File: config.mk
export PLATFORM = sky130hd
export DESIGN_NAME = mem_stream_loader
export DESIGN_NICKNAME = d
export VERILOG_FILES = /design/src/rtl/mem_stream_loader.sv
export SDC_FILE = /design/constraint.sdc
export NUM_CORES = 1
export LEC_CHECK = 0
export ABC_AREA = 1
export BUFFER_PORTS_ARGS = -buffer_cell sky130_fd_sc_hd__clkbuf_2
export CORE_AREA = 5 5 131 183
export CTS_BUF_LIST = sky130_fd_sc_hd__clkbuf_4
export DETAILED_ROUTE_END_ITERATION = 12
export DIE_AREA = 0 0 136 188
export GPL_ROUTABILITY_DRIVEN = 0
export PLACE_DENSITY_LB_ADDON = 0.15
export SLEW_MARGIN = 25
export SYNTH_ARGS = -nofsm -noshare
export SYNTH_HDL_FRONTEND = slang
export SYNTH_SLANG_ARGS = --single-unit
File: constraint.sdc
create_clock -name clk -period 6.6 [get_ports clk]
set_clock_uncertainty 0.15 [all_clocks]
set_input_delay 1.98 -clock clk [delete_from_list [all_inputs] [get_ports clk]]
set_output_delay 1.98 -clock clk [all_outputs]
set_load 0.01 [all_outputs]
File: src/rtl/mem_stream_loader.sv
// rtl/mem_stream_loader.sv - boot loader: length-prefixed byte stream packed into 32-bit RAM writes
module mem_stream_loader #(
    parameter logic [31:0] BASE_ADDR = 32'h0000_0000,
    parameter int unsigned MAX_BYTES = 1024
) (
    input  logic        clk,
    input  logic        resetn,
    input  logic        restart,
    input  logic        in_valid,
    output logic        in_ready,
    input  logic [7:0]  in_data,
    output logic        mem_valid,
    input  logic        mem_ready,
    output logic [3:0]  mem_wstrb,
    output logic [31:0] mem_addr,
    output logic [31:0] mem_wdata,
    output logic        busy,
    output logic        done,
    output logic        err
);
    localparam logic [31:0] MAX_LEN = 32'(MAX_BYTES);

    typedef enum logic [2:0] {
        S_HDR,
        S_DATA,
        S_WRITE,
        S_DRAIN,
        S_DONE
    } state_t;

    state_t      r_state;
    state_t      w_next;

    logic [23:0] r_len;        // low three header bytes; the fourth arrives on the decision cycle
    logic [1:0]  r_hcnt;
    logic [31:0] r_wlen;       // bytes actually written to RAM
    logic [31:0] r_drem;       // bytes still to be discarded after the RAM is full
    logic [31:0] r_cnt;        // payload bytes accepted so far
    logic [31:0] r_addr;
    logic [31:0] r_wdata;
    logic [3:0]  r_strb_acc;   // lanes filled so far; kept off the bus until the word is issued
    logic [3:0]  r_mem_wstrb;
    logic        r_mem_valid;
    logic        r_busy;
    logic        r_err;

    logic        w_in_fire;
    logic        w_mem_fire;
    logic        w_word_end;
    logic [31:0] w_hdr_len;
    logic [1:0]  w_lane;

    assign in_ready   = resetn && (r_state == S_HDR || r_state == S_DATA || r_state == S_DRAIN);
    assign w_in_fire  = in_valid && in_ready;
    assign w_mem_fire = r_mem_valid && mem_ready;
    assign w_hdr_len  = {in_data, r_len};
    assign w_lane     = r_cnt[1:0];
    assign w_word_end = (w_lane == 2'd3) || (r_cnt + 32'd1 == r_wlen);

    assign mem_valid  = r_mem_valid;
    assign mem_wstrb  = r_mem_wstrb;
    assign mem_addr   = r_addr;
    assign mem_wdata  = r_wdata;
    assign busy       = r_busy;
    assign done       = (r_state == S_DONE);
    assign err        = r_err;

    // State register
    always_ff @(posedge clk) begin
        if (!resetn) begin
            r_state <= S_HDR;
        end else begin
            r_state <= w_next;
        end
    end

    // Next-state decode
    always_comb begin
        w_next = r_state;
        case (r_state)
            S_HDR: begin
                if (w_in_fire && r_hcnt == 2'd3) begin
                    w_next = (w_hdr_len == 32'd0) ? S_DONE : S_DATA;
                end
            end
            S_DATA: begin
                if (w_in_fire && w_word_end) begin
                    w_next = S_WRITE;
                end
            end
            S_WRITE: begin
                if (w_mem_fire) begin
                    if (r_cnt < r_wlen) begin
                        w_next = S_DATA;
                    end else if (r_drem != 32'd0) begin
                        w_next = S_DRAIN;
                    end else begin
                        w_next = S_DONE;
                    end
                end
            end
            S_DRAIN: begin
                if (w_in_fire && r_drem == 32'd1) begin
                    w_next = S_DONE;
                end
            end
            S_DONE: begin
                if (restart) begin
                    w_next = S_HDR;
                end
            end
            default: w_next = S_HDR;
        endcase
    end

    // Header capture, word packing, memory request and status flags
    always_ff @(posedge clk) begin
        if (!resetn) begin
            r_len       <= 24'd0;
            r_hcnt      <= 2'd0;
            r_wlen      <= 32'd0;
            r_drem      <= 32'd0;
            r_cnt       <= 32'd0;
            r_addr      <= BASE_ADDR;
            r_wdata     <= 32'd0;
            r_strb_acc  <= 4'd0;
            r_mem_wstrb <= 4'd0;
            r_mem_valid <= 1'b0;
            r_busy      <= 1'b0;
            r_err       <= 1'b0;
        end else begin
            case (r_state)
                S_HDR: begin
                    if (w_in_fire) begin
                        r_busy <= 1'b1;
                        r_hcnt <= r_hcnt + 2'd1;
                        case (r_hcnt)
                            2'd0:    r_len[7:0]   <= in_data;
                            2'd1:    r_len[15:8]  <= in_data;
                            2'd2:    r_len[23:16] <= in_data;
                            default: begin
                                r_cnt      <= 32'd0;
                                r_addr     <= BASE_ADDR;
                                r_wdata    <= 32'd0;
                                r_strb_acc <= 4'd0;
                                if (w_hdr_len > MAX_LEN) begin
                                    r_err  <= 1'b1;
                                    r_wlen <= MAX_LEN;
                                    r_drem <= w_hdr_len - MAX_LEN;
                                end else begin
                                    r_wlen <= w_hdr_len;
                                    r_drem <= 32'd0;
                                end
                            end
                        endcase
                    end
                end
                S_DATA: begin
                    if (w_in_fire) begin
                        r_wdata[{w_lane, 3'b000} +: 8] <= in_data;
                        r_cnt <= r_cnt + 32'd1;
                        if (w_word_end) begin
                            r_mem_valid <= 1'b1;
                            r_mem_wstrb <= r_strb_acc | (4'd1 << w_lane);
                            r_strb_acc  <= 4'd0;
                        end else begin
                            r_strb_acc[w_lane] <= 1'b1;
                        end
                    end
                end
                S_WRITE: begin
                    if (w_mem_fire) begin
                        r_mem_valid <= 1'b0;
                        r_mem_wstrb <= 4'd0;
                        r_wdata     <= 32'd0;
                        r_addr      <= r_addr + 32'd4;
                    end
                end
                S_DRAIN: begin
                    if (w_in_fire) begin
                        r_drem <= r_drem - 32'd1;
                    end
                end
                S_DONE: begin
                    if (restart) begin
                        r_err <= 1'b0;
                    end
                end
                default: ;
            endcase
            if (w_next == S_DONE && r_state != S_DONE) begin
                r_busy <= 1'b0;
            end
        end
    end
endmodule

==> metrics.cfg <==
[drt]
routedWlPerCell_um = 15.9
wl_met2_um = 16900
dr.pass1.iters = 6
vias_per_cell = 5.53
vias = 11987
drc = 0
antenna_left = 0
drt-met1-wl_um = 14000
routed_wl_um = 34300
top_layer = met5
first_iter_violations = 670
met3_length_um = 1560

[cells_and_area]
final_cell_count_no_fill = 2166
layout.nets = 1909
final_cell_area_mm2 = 0.0130
area_growth_pct = 8.13
drive_gt1_share_pct = 11.4

[logic_synthesis]
ys_types = 57
syn-cell-area_mm2 = 0.0120
yosys.area.top_type = dfxtp_1
synth_top_area_share_pct = 33.1
yosysWarnings = 0
synth-seq-area-share_pct = 33.1
netlist_top_cells_area = dfxtp_1 33%, nand2_1 12%, a21oi_1 7.0%
async_flop_share_pct = 0
syn_area_per_cell_um2 = 6.69
synth_flop_cell = dfxtp_1
synth-seq-cells = 198
synth-edff-count = 0
syn_inst = 1791

[clock_network]
cts_tree = done
cts.sinks = 198
path_clk_slew_ps = 160
cts_buffers = 17
cts_resized = 0
clkLatencyLatePin_ps = 610
holdBufCountCts = 0
cts_setup_buffers = 0
h-tree-depth = 4
root_buffer = clkbuf_4
cts_buffer_depth = 2

[sta]
hold_viol = 0
slew_violations = 0
maxSlewHeadroom_pct = 35.3
finalCritPeriodShare_pct = 73.5
worst_pin_slew_ps = 966
max_freq_mhz = 206
hold-worst-slack_ps = 299
layout_min_cycle_time_ps = 4850
setup_tns_ps = 0
setup_viol = 0
rsz0062_at_grt = false

[critical_path]
slowest_stage = a21oi_1
arrival_ps = 2720
critPathRequiredTime_ps = 4470
crit_top_cell = clkbuf_2
end_kind = primary output
criticalPathCategory = input pin to primary output
cp-start-kind = input pin
r2r_slack_ps = 3160
path_max_fanout = 8
max_stage_delay_ps = 270
crit_chain = clkbuf_2 > inv_2 > a21oi_1 > clkbuf_2

[hold_path]
hold_class = register to register

[placed_design]
place_area_mm2 = 0.0126
io_buffers = 83
dp.cells = 2130
dp_hpwl_um = 25700

[global_routing]
antenna_found_initial = 2
grt_max_degree = 74
grt_pass1_vias = 11319
grt_use_total_pct = 26.6
grt_overflow = 0
grt_pass1_wl_um = 55100

[power]
p_total_mw = 2.51
irDropWorstVdd_mv = 0.145
leakage_nw = 5.47
power_density_mw_per_mm2 = 194

[outcome]
status = complete, no violations

[die]
dieArea_mm2 = 0.0256
initial_utilization_pct = 54.0
core_mm2 = 0.0222
dieHeight_um = 188
rows = 65
dieWidth_um = 136
ios = 86

[job]
drv_cap = 0

-- registers in the layout (all words and copies together) (netlist names) --
name	cells
r_len	24
busy	1
r_cnt	32
mem_valid	1
r_strb_acc	4
err	1
mem_wdata	32
r_state	3
r_hcnt	2
r_drem	32
r_wlen	32
mem_wstrb	4
mem_addr	30
-- cells by family (layout without fill, tap and decap cells) --
logic type,after synthesis,count (layout),share of synthesized area (%)
AO/OA/AOI/OAI,362,362,17.3
AND/OR/NAND/NOR,877,877,33.6
other,1,5,0.0313
adder cells (fa/ha/maj),47,47,4.91
XOR/XNOR,26,26,2.02
buffers and inverters,280,350,9.07
flip-flops,198,198,33.1
-- path summary, 6_finish.rpt --
kind | startpoint | endpoint | depth (start not counted)
setup / recovery | resetn | in_ready | 4
hold / removal | r_strb_acc[3]$_SDFFE_PN0P_ | r_strb_acc[3]$_SDFFE_PN0P_ | 2
setup reg to reg | r_cnt[0]$_SDFFE_PN0P_ | mem_wstrb[3]$_SDFFE_PN0P_ | 18
hold reg to reg | r_strb_acc[3]$_SDFFE_PN0P_ | r_strb_acc[3]$_SDFFE_PN0P_ | 2
-- area by class of cell --
| type | instances | area (µm²) |
|---|---|---|
| Fill cell | 2184 | 9240 |
| Multi-Input combinational cell | 1314 | 6940 |
| Sequential cell | 198 | 3960 |
| Inverter | 225 | 845 |
| Timing Repair Buffer | 93 | 494 |
| Tap cell | 301 | 377 |
| Clock inverter | 15 | 203 |
| Clock buffer | 17 | 128 |
| Antenna cell | 3 | 7.51 |
-- Yosys cell counts, types with 13 or more instances --
cell / number
inv_2: 14
o211ai_1: 27
a31oi_1: 13
a211oi_1: 13
xor2_1: 17
ha_1: 47
nand3_1: 120
clkbuf_1: 37
nor3_1: 69
o21ai_0: 105
inv_1: 210
nor2_2: 19
dfxtp_1: 198
a21oi_1: 167
nand4_1: 36
nand2_1: 393
nor2_1: 174
-- where the power goes --
part,leakage [nW],total [mW],switching [mW],internal [mW]
clock network,0.180,0.746,0.441,0.305
logic,3.69,0.494,0.335,0.159
registers,1.60,1.27,0.0407,1.23
-- through the flow --
stage | utilization [%] | setup WS [ps]
4_1_cts | 58.3 | 1790
3_3_place_gp | 56.8 | 1800
2_1_floorplan | - | 1850
6_report | 58.4 | 1750
3_5_place_dp | 56.8 | 1790
5_1_grt | 58.4 | 1730
-- layout by cell type, fill, tap and decap left out, types with 4 or more instances in the layout --
cell type / instances
a21oi_1: 167
nor2_2: 19
nand2_1: 393
bufinv_16: 4
nor2_1: 174
nand4_1: 36
nor4_1: 11
clkbuf_2: 83
ha_1: 47
nand3b_1: 4
nor3_1: 68
dfxtp_1: 198
o211a_1: 9
a221oi_1: 4
nor2_4: 10
nor3_2: 6
nand2_2: 11
a31oi_1: 13
nand3_1: 120
inv_1: 210
xnor2_1: 8
nand2_4: 4
or2_2: 5
clkinv_4: 4
o211ai_1: 27
a211oi_1: 13
buf_4: 9
xor2_1: 17
clkbuf_4: 17
o21ai_0: 105
inv_2: 14
-- critical path: cells and delay by family --
family                 cells  cell delay, ps
buffers and inverters      3             470
AO/OA/AOI/OAI              1             270
-- layer usage --
metal | up-vias | global-route usage [%]
li1 | 6084 | -
met1 | 5413 | 30.8
met2 | 370 | 46.0
met3 | 118 | 4.16
met4 | 2 | 15.0
met5 | - | 0
Power figures use the tool's default switching activity.
